**src/rtl/rs_issue_queue.sv**
```systemverilog
// Age-ordered reservation station: holds instructions until operands wake, issues oldest ready.
// Optional RS_FLUSH_EN adds flush_i to discard all entries.
module rs_issue_queue #(
  parameter int RS_DEPTH = 8,
  parameter int TAG_W    = 6,
  parameter int ROB_W    = 5,
  localparam int CNT_W   = $clog2(RS_DEPTH + 1),
  localparam int IDX_W   = $clog2(RS_DEPTH)
) (
  input  logic             clk_i,
  input  logic             reset_i,
  input  logic             alloc_valid_i,
  output logic             alloc_ready_o,
  input  logic [31:0]      pc_i,
  input  logic [31:0]      inst_i,
  input  logic [TAG_W-1:0] prs1_tag_i,
  input  logic [TAG_W-1:0] prs2_tag_i,
  input  logic             prs1_rdy_i,
  input  logic             prs2_rdy_i,
  input  logic [ROB_W-1:0] rob_idx_i,
  input  logic             cdb_en_i,
  input  logic [TAG_W-1:0] cdb_tag_i,
  output logic             issue_valid_o,
  input  logic             issue_ready_i,
  output logic [31:0]      issue_pc_o,
  output logic [31:0]      issue_inst_o,
  output logic [TAG_W-1:0] issue_prs1_tag_o,
  output logic [TAG_W-1:0] issue_prs2_tag_o,
  output logic [ROB_W-1:0] issue_rob_idx_o,
  output logic [CNT_W-1:0] count_o
`ifdef RS_FLUSH_EN
  ,
  input  logic             flush_i
`endif
);

  typedef struct packed {
    logic [31:0]      pc;
    logic [31:0]      inst;
    logic [TAG_W-1:0] t1;
    logic [TAG_W-1:0] t2;
    logic [ROB_W-1:0] rob;
    logic             r1;
    logic             r2;
  } entry_t;

  logic [RS_DEPTH-1:0] valid_q, valid_d;
  entry_t              ent_q [RS_DEPTH];
  entry_t              ent_d [RS_DEPTH];
  logic [RS_DEPTH-1:0] age_q [RS_DEPTH];
  logic [RS_DEPTH-1:0] age_d [RS_DEPTH];
  logic [CNT_W-1:0]    count_q, count_d;

  logic [RS_DEPTH-1:0] ready;
  logic [RS_DEPTH-1:0] older_rdy;
  logic [RS_DEPTH-1:0] sel_oh;
  logic [IDX_W-1:0]    sel_idx;
  logic [IDX_W-1:0]    free_idx;
  logic                flush;
  logic                alloc_fire;
  logic                issue_fire;

`ifdef RS_FLUSH_EN
  assign flush = flush_i;
`else
  assign flush = 1'b0;
`endif

  // age_q[j][i] set means j is older than i
  always_comb begin
    ready     = '0;
    older_rdy = '0;
    sel_oh    = '0;
    sel_idx   = '0;
    free_idx  = '0;
    for (int i = 0; i < RS_DEPTH; i++) begin
      ready[i] = valid_q[i] & ent_q[i].r1 & ent_q[i].r2;
    end
    for (int i = 0; i < RS_DEPTH; i++) begin
      for (int j = 0; j < RS_DEPTH; j++) begin
        if (ready[j] && age_q[j][i]) older_rdy[i] = 1'b1;
      end
      sel_oh[i] = ready[i] & ~older_rdy[i];
    end
    for (int i = RS_DEPTH - 1; i >= 0; i--) begin
      if (sel_oh[i]) sel_idx = IDX_W'(i);
      if (!valid_q[i]) free_idx = IDX_W'(i);
    end
  end

  assign alloc_ready_o = (count_q != CNT_W'(RS_DEPTH)) & ~flush;
  assign issue_valid_o = (|sel_oh) & ~flush;
  assign alloc_fire    = alloc_valid_i & alloc_ready_o;
  assign issue_fire    = issue_valid_o & issue_ready_i;
  assign count_o       = count_q;

  always_comb begin
    issue_pc_o       = '0;
    issue_inst_o     = '0;
    issue_prs1_tag_o = '0;
    issue_prs2_tag_o = '0;
    issue_rob_idx_o  = '0;
    if (issue_valid_o) begin
      issue_pc_o       = ent_q[sel_idx].pc;
      issue_inst_o     = ent_q[sel_idx].inst;
      issue_prs1_tag_o = ent_q[sel_idx].t1;
      issue_prs2_tag_o = ent_q[sel_idx].t2;
      issue_rob_idx_o  = ent_q[sel_idx].rob;
    end
  end

  always_comb begin
    valid_d = valid_q;
    ent_d   = ent_q;
    age_d   = age_q;
    for (int i = 0; i < RS_DEPTH; i++) begin
      if (valid_q[i] && cdb_en_i) begin
        if (ent_q[i].t1 == cdb_tag_i) ent_d[i].r1 = 1'b1;
        if (ent_q[i].t2 == cdb_tag_i) ent_d[i].r2 = 1'b1;
      end
    end
    if (issue_fire) valid_d[sel_idx] = 1'b0;
    if (alloc_fire) begin
      valid_d[free_idx]     = 1'b1;
      ent_d[free_idx].pc    = pc_i;
      ent_d[free_idx].inst  = inst_i;
      ent_d[free_idx].t1    = prs1_tag_i;
      ent_d[free_idx].t2    = prs2_tag_i;
      ent_d[free_idx].rob   = rob_idx_i;
      ent_d[free_idx].r1    = prs1_rdy_i |
                              (cdb_en_i && cdb_tag_i == prs1_tag_i);
      ent_d[free_idx].r2    = prs2_rdy_i |
                              (cdb_en_i && cdb_tag_i == prs2_tag_i);
      age_d[free_idx] = '0;
      for (int j = 0; j < RS_DEPTH; j++) begin
        age_d[j][free_idx] = valid_q[j];
      end
    end
    count_d = count_q + CNT_W'(alloc_fire) - CNT_W'(issue_fire);
    if (flush) begin
      valid_d = '0;
      count_d = '0;
    end
  end

  always_ff @(posedge clk_i or posedge reset_i) begin
    if (reset_i) begin
      valid_q <= '0;
      ent_q   <= '{default: '0};
      age_q   <= '{default: '0};
      count_q <= '0;
    end else begin
      valid_q <= valid_d;
      ent_q   <= ent_d;
      age_q   <= age_d;
      count_q <= count_d;
    end
  end

endmodule

```
**config.mk**
```make
export PLATFORM = sky130hd
export DESIGN_NAME = rs_issue_queue
export DESIGN_NICKNAME = d
export VERILOG_FILES = /design/src/rtl/rs_issue_queue.sv
export SDC_FILE = /design/constraint.sdc
export NUM_CORES = 2
export LEC_CHECK = 0
export BUFFER_PORTS_ARGS = -buffer_cell sky130_fd_sc_hd__buf_2
export CAP_MARGIN = 20
export CORE_UTILIZATION = 39
export CTS_CLUSTER_SIZE = 30
export DETAILED_ROUTE_END_ITERATION = 6
export PLACE_DENSITY_LB_ADDON = 0.1
export SLEW_MARGIN = 5
export SYNTH_ARGS = -nofsm -noshare
export SYNTH_HDL_FRONTEND = slang
export SYNTH_SLANG_ARGS = --single-unit
```
**constraint.sdc**
```tcl
create_clock -name clk_i -period 33.6 [get_ports clk_i]
set_clock_uncertainty 0.1 [all_clocks]
set_input_delay 5.04 -clock clk_i [delete_from_list [all_inputs] [get_ports clk_i]]
set_output_delay 5.04 -clock clk_i [all_outputs]
set_load 0.01 [all_outputs]
```
======== Yosys cells after proc, flatten, opt, wreduce, memory -nomap -nowiden ========
Index checks and enable logic that the tools add are counted.
word-level totals
  register bits ........................... 740
  input bits .............................. 94
  word-level logic and storage cells ...... 365
cells by class
  mux-type cells .......................... 150
  magnitude comparators ................... 7
  equal/unequal tests ..................... 19
  bitwise operators ....................... 43
  reductions and logical operators ........ 78
  add/subtract/negate cells ............... 2
operators by type and width
  cell                                                         count
  bitwise mux 664 bit                                          7
  demux 83 bit (select 3 bit)                                  7
  2-to-1 mux 583 bit                                           1
  binary-select mux 83 bit (select 3 bit)                      1
  2-to-1 mux 83 bit                                            3
  == test 6 bit                                                18
  2-to-1 mux 1 bit                                             83
  logical AND 1 bit                                            77
  AND 64 bit                                                   1
  bitwise mux 8 bit                                            8
  2-to-1 mux 32 bit                                            2
  NOT 64 bit                                                   1
  2-to-1 mux 51 bit                                            1
  2-to-1 mux 3 bit                                             16
  AND 1 bit                                                    26
  demux 8 bit (select 3 bit)                                   1
  2-to-1 mux 8 bit                                             3
  2-to-1 mux 19 bit                                            1
  2-to-1 mux 2 bit                                             9
  2-to-1 mux 13 bit                                            1
  2-to-1 mux 6 bit                                             2
  AND 8 bit                                                    1
  greater-or-equal comparator 4 bit (second input constant)    2
  less-than comparator 3 x 4 -> 1 bit (second input constant)  2
  other kinds (14)                                             25

======== Logic depth before layout (Yosys ltp) ========
  depth in word-level cells ............... 30
  mapped depth ............................ 15

======== Worst setup path after synthesis ========
No wires, ideal clock.
  path kind ............................... reg-to-output
  start ................................... reg ent_q[249] (netlist name)
  end ..................................... out issue_inst_o[0]
  buffers on the path ..................... 3
  stages on the path, launching flop included .. 12
  arrival time ............................ 2.664 ns
  path slack .............................. 25.796 ns
  path through ............................ dfrtp_1 -> and3_1 -> buf_2 -> a211o_1 -> nor3_2 -> or4b_1 -> or2_2 -> buf_2 -> buf_1 -> o22ai_2 -> nor3_1 -> a2bb2oi_1
between the ends
  cells in the longest elaborated chain, start to end .. 21
ends and longest elaborated chain
  element                                  RTL line  RTL
  start, declared                          48        entry_t ent_q [RS_DEPTH];
  start signal, assigned                   154       ent_q <= ent_d;
  AND 1 bit *                              77        ready[i] = valid_q[i] & ent_q[i].r1 & ent_q[i].r2;
  logical AND 1 bit                        81        if (ready[j] && age_q[j][i]) older_rdy[i] = 1'b1;
  2-to-1 mux 1 bit (4 in a row)            81
  NOT 1 bit                                83        sel_oh[i] = ready[i] & ~older_rdy[i];
  AND 1 bit                                83
  2-to-1 mux 3 bit (8 in a row)            86        if (sel_oh[i]) sel_idx = IDX_W'(i);
  NOT 3 -> 4 bit (not written as such)     105       issue_inst_o = ent_q[sel_idx].inst;
  binary-select mux 83 bit (select 3 bit)  105
  2-to-1 mux 83 bit (2 in a row)           n/a
  2-to-1 mux 32 bit *                      103       if (issue_valid_o) begin
  end, declared                            26        output logic [31:0] issue_inst_o,
Every way passes the cells marked *; elsewhere a longest branch is shown, timed or not. The select of a mux whose other input is x is not followed.

======== Worst setup path in the final report ========
  start ................................... reg valid_q[4]
  end ..................................... out issue_pc_o[10]
between the ends
  cells in the longest elaborated chain, start to end .. 22
ends and longest elaborated chain
  element                                  RTL line  RTL
  start, declared                          47        logic [RS_DEPTH-1:0] valid_q, valid_d;
  start signal, assigned                   153       valid_q <= valid_d;
  AND 1 bit * (2 in a row)                 77
  logical AND 1 bit                        81
  2-to-1 mux 1 bit (4 in a row)            81
  NOT 1 bit                                83
  AND 1 bit                                83
  2-to-1 mux 3 bit (8 in a row)            86
  NOT 3 -> 4 bit (not written as such)     104       issue_pc_o = ent_q[sel_idx].pc;
  binary-select mux 83 bit (select 3 bit)  104
  2-to-1 mux 83 bit (2 in a row)           n/a
  2-to-1 mux 32 bit *                      103
  end, declared                            25        output logic [31:0] issue_pc_o,
Marks and branches as above.

==> results by group <==
Drt
  – Avg WL per Cell: 23.0 um
  – ANT nets after route: 0
  – Post-route DRC: 0
  – Wl on met1: 52300 um
  – DRT iter0 DRCs: 1888
  – Routed WL: 112000 um
  – Vias: 26247
  – Routed wl met3: 5490 um
  – Top Layer Used: met5
  – WL met2: 51500 um
  – TritonRoute pass-1 iters: 5
  – Vias per inst: 5.40

Yosys
  – Post-synth EDFFs: 0
  – Synth Cell Area: 34500 um2
  – Syn Inst Count: 3585
  – Post-synthesis cell type count: 63
  – Seq/Total Area, Yosys: 0.536
  – Compound-Gate Fraction of Synth Area: 0.0833
  – Synth Area in Adders: 0.00239
  – Simple-Gate Fraction of Synth Area: 0.211
  – Post-synthesis xor/xnor area fraction: 0.0279
  – Syn avg cell area: 9.63 um2
  – Ys async rst share: 1.00
  – Multiplexer share of the synthesized area: 0.104
  – Synthesized Nets: 3685
  – Main combinational cell family by area after synthesis: simple AND/OR/NAND/NOR gates
  – Yosys reg bits: 740
  – Synth warn: 0
  – Main flop type after synthesis: dfrtp_1

Clock tree
  – Worst-path clk slew: 0.06 ns
  – # clock sinks: 740
  – CTS max path bufs: 3
  – Post-CTS Setup Inserts: 0
  – H-tree depth: 3
  – Num CTS Buffers: 85
  – Hold-fix buffers, CTS: 0
  – PostCTS Resize Cnt: 0
  – Clk_lat worst skew: 0.65 ns
  – Clock Root Buffer: clkbuf_16
  – CTS tree: done

Layout
  – Fill cells: 8423
  – Register area: 18500 um2
  – Final instance area: 39000 um2
  – Layout cells sized above 1: 0.189
  – Layout area overhead: 13.0%
  – Area of the multi-input gates: 14900 um2
  – Layout Nets: 3741

Critical path
  – Worst reg2reg setup slack: 29.10 ns
  – Largest stage delay, worst path: 0.86 ns
  – CP max stage cell: buf_4
  – Cells along the critical path: and3_1, a211o_1, nor3_2, or4b_1, or2_4, buf_4, buf_4, o22ai_1, nor3_1, a2bb2oi_1, buf_2
  – WS Path Type: reg -> out
  – Critical Path Fanout Max: 59
  – Most used cell along the critical path: buf_4
  – Reg-to-reg startpoint: valid_q[7]$_DFF_PP0_
  – Worst EP required: 28.46 ns
  – R2R depth: 8
  – CP arrival: 5.67 ns
  – Crit path capture type: primary output
  – Startpoint types: flop

GRT
  – Vias in the first global route: 26840
  – First-pass GRT wire length: 173000 um
  – Largest net degree at the start of global routing: 151
  – Initial antenna violation count: 12
  – Congestion Overflow GR: 0
  – Global-route usage over all layers: 0.252

Floorplan
  – Initial Utilization: 0.396
  – Die W: 300 um
  – Floorplan row count: 108
  – Die Area: 89700 um2
  – Die Y: 300 um
  – IO Count: 181
  – Core area: 87200 um2

Timing
  – Crit path time final: 10.81 ns
  – Fmax: 92.5 MHz
  – Final setup viols: 0
  – Setup TNS: 0 ns
  – WHS: 0.371 ns
  – Normalized max-slew margin: 0.255
  – Fin. max-slew vios: 0
  – Worst-Margin Slew: 1.12 ns
  – RSZ-0062 raised after global routing: no
  – Final Hold Vio Count: 0
  – Final period utilization: 0.322

Place
  – Placed cell area: 36200 um2
  – Port bufs: 180
  – Post-DP HPWL: 62800 um
  – Gp weighted congestion: 0.863

Hold path
  – WHS Path Cells: 2
  – Worst Hold Class: reg -> reg

Flow run
  – MaxCap Viol Count: 0

Outcome
  – Status: complete, no violations
metrics by stage:
stage,util,instances,setup slack (ns)
after floorplan,-,3585,7.70
after global placement,0.415,4707,23.59
after detailed placement,0.416,4708,23.52
after CTS,0.447,4858,22.80
after global routing,0.447,4863,22.58
final,0.448,4865,22.79
layout by cell type (no fill, tap or decap), drive strengths merged, types with 2 or more instances in the layout:
| master | n |
|---|---|
| a2bb2oi | 81 |
| ha | 5 |
| nor2 | 189 |
| nor3 | 181 |
| nor4b | 2 |
| nand2b | 7 |
| a41oi | 2 |
| o21ai | 23 |
| a211o | 2 |
| xnor2 | 13 |
| mux2 | 245 |
| or4 | 15 |
| and2 | 10 |
| xor2 | 97 |
| nor4 | 18 |
| diode | 6 |
| inv | 22 |
| nand2 | 1311 |
| mux2i | 83 |
| o2111ai | 7 |
| o31ai | 7 |
| nor2b | 2 |
| clkbuf | 129 |
| clkinv | 14 |
| a21o | 5 |
| bufinv | 2 |
| dfrtp | 740 |
| nand3 | 17 |
| or2 | 3 |
| buf | 222 |
| nand4 | 25 |
| a22o | 10 |
| and3 | 8 |
| a21oi | 16 |
| a31oi | 2 |
| a211oi | 3 |
| a22oi | 6 |
| o22ai | 163 |
| a2111oi | 2 |
cell usage after synthesis (2+ instances only):
library cell	n	area [um2]
and2_1	9	56.3
buf_1	28	105
nand3_1	15	75.1
a21oi_1	16	80.1
a211o_1	2	17.5
xor2_1	97	850
o22ai_2	78	976
a41oi_1	2	17.5
o2111ai_1	6	52.6
nand4_1	25	156
inv_1	18	67.6
or2_2	3	18.8
nand2_1	1311	4920
a21o_1	5	37.5
buf_2	41	205
nand2b_1	7	43.8
nor3_1	180	901
ha_1	5	62.6
nor4_1	18	113
o31ai_1	7	52.6
a211oi_1	3	22.5
buf_6	18	203
a22oi_1	6	45.0
a22o_1	10	87.6
mux2i_1	83	831
nor2b_1	2	12.5
xnor2_1	13	114
o22ai_1	85	532
or4_1	14	105
clkbuf_1	166	623
mux2_2	245	2760
nor2_1	189	709
nand3_2	2	20.0
o21ai_0	22	110
dfrtp_1	740	18500
and3_1	7	43.8
a2bb2oi_1	81	709
per-layer routing:
| metal | vias to the layer above | track usage |
|---|---|---|
| li1 | 12112 | - |
| met1 | 13335 | 0.358 |
| met2 | 645 | 0.400 |
| met3 | 141 | 0.0391 |
| met4 | 14 | 0.0705 |
| met5 | - | 0 |
cell type report:
cell class | instances | share of cell area
sequential | 740 | 0.475
multi-input combinational | 2574 | 0.383
clock buffer | 129 | 0.0639
tap | 1155 | 0.0370
timing repair buffer | 222 | 0.0325
clock inverter | 21 | 0.00702
inverter | 18 | 0.00192
antenna | 6 | 0.000385
how the worst max path moves through the flow:
stage,from,slack (ns),endpoint
after global placement,valid_q[4]$_DFF_PP0_,23.59,issue_pc_o[10]
after CTS,valid_q[4]$_DFF_PP0_,22.80,issue_pc_o[10]
final,valid_q[4]$_DFF_PP0_,22.79,issue_pc_o[10]
after floorplan,reset_i,7.70,asynchronous set/reset pin
after global routing,valid_q[4]$_DFF_PP0_,22.58,issue_pc_o[10]
after detailed placement,valid_q[4]$_DFF_PP0_,23.52,issue_pc_o[10]
kinds of logic (layout without fill, tap and decap cells):
family	Yosys count	after routing
AND/OR/NAND/NOR	1793	1793
flip-flops	740	740
AO/OA/AOI/OAI	337	337
multiplexers	328	328
buffers and inverters	271	390
XOR/XNOR	110	110
adder cells (fa/ha/maj)	6	6
other	0	6
worst max-delay path, delay by kind of cell (launching register included):
kind	cells	cell delay, ns
and+or+nand+nor	5	1.66
AOI/OAI and AO/OA	3	1.09
DFF	1	0.56
buffers and inverters	3	1.69
Power is left out: the tool's default activity adds up to more than one toggle a clock period on the data nets, which glitch-free logic cannot reach.
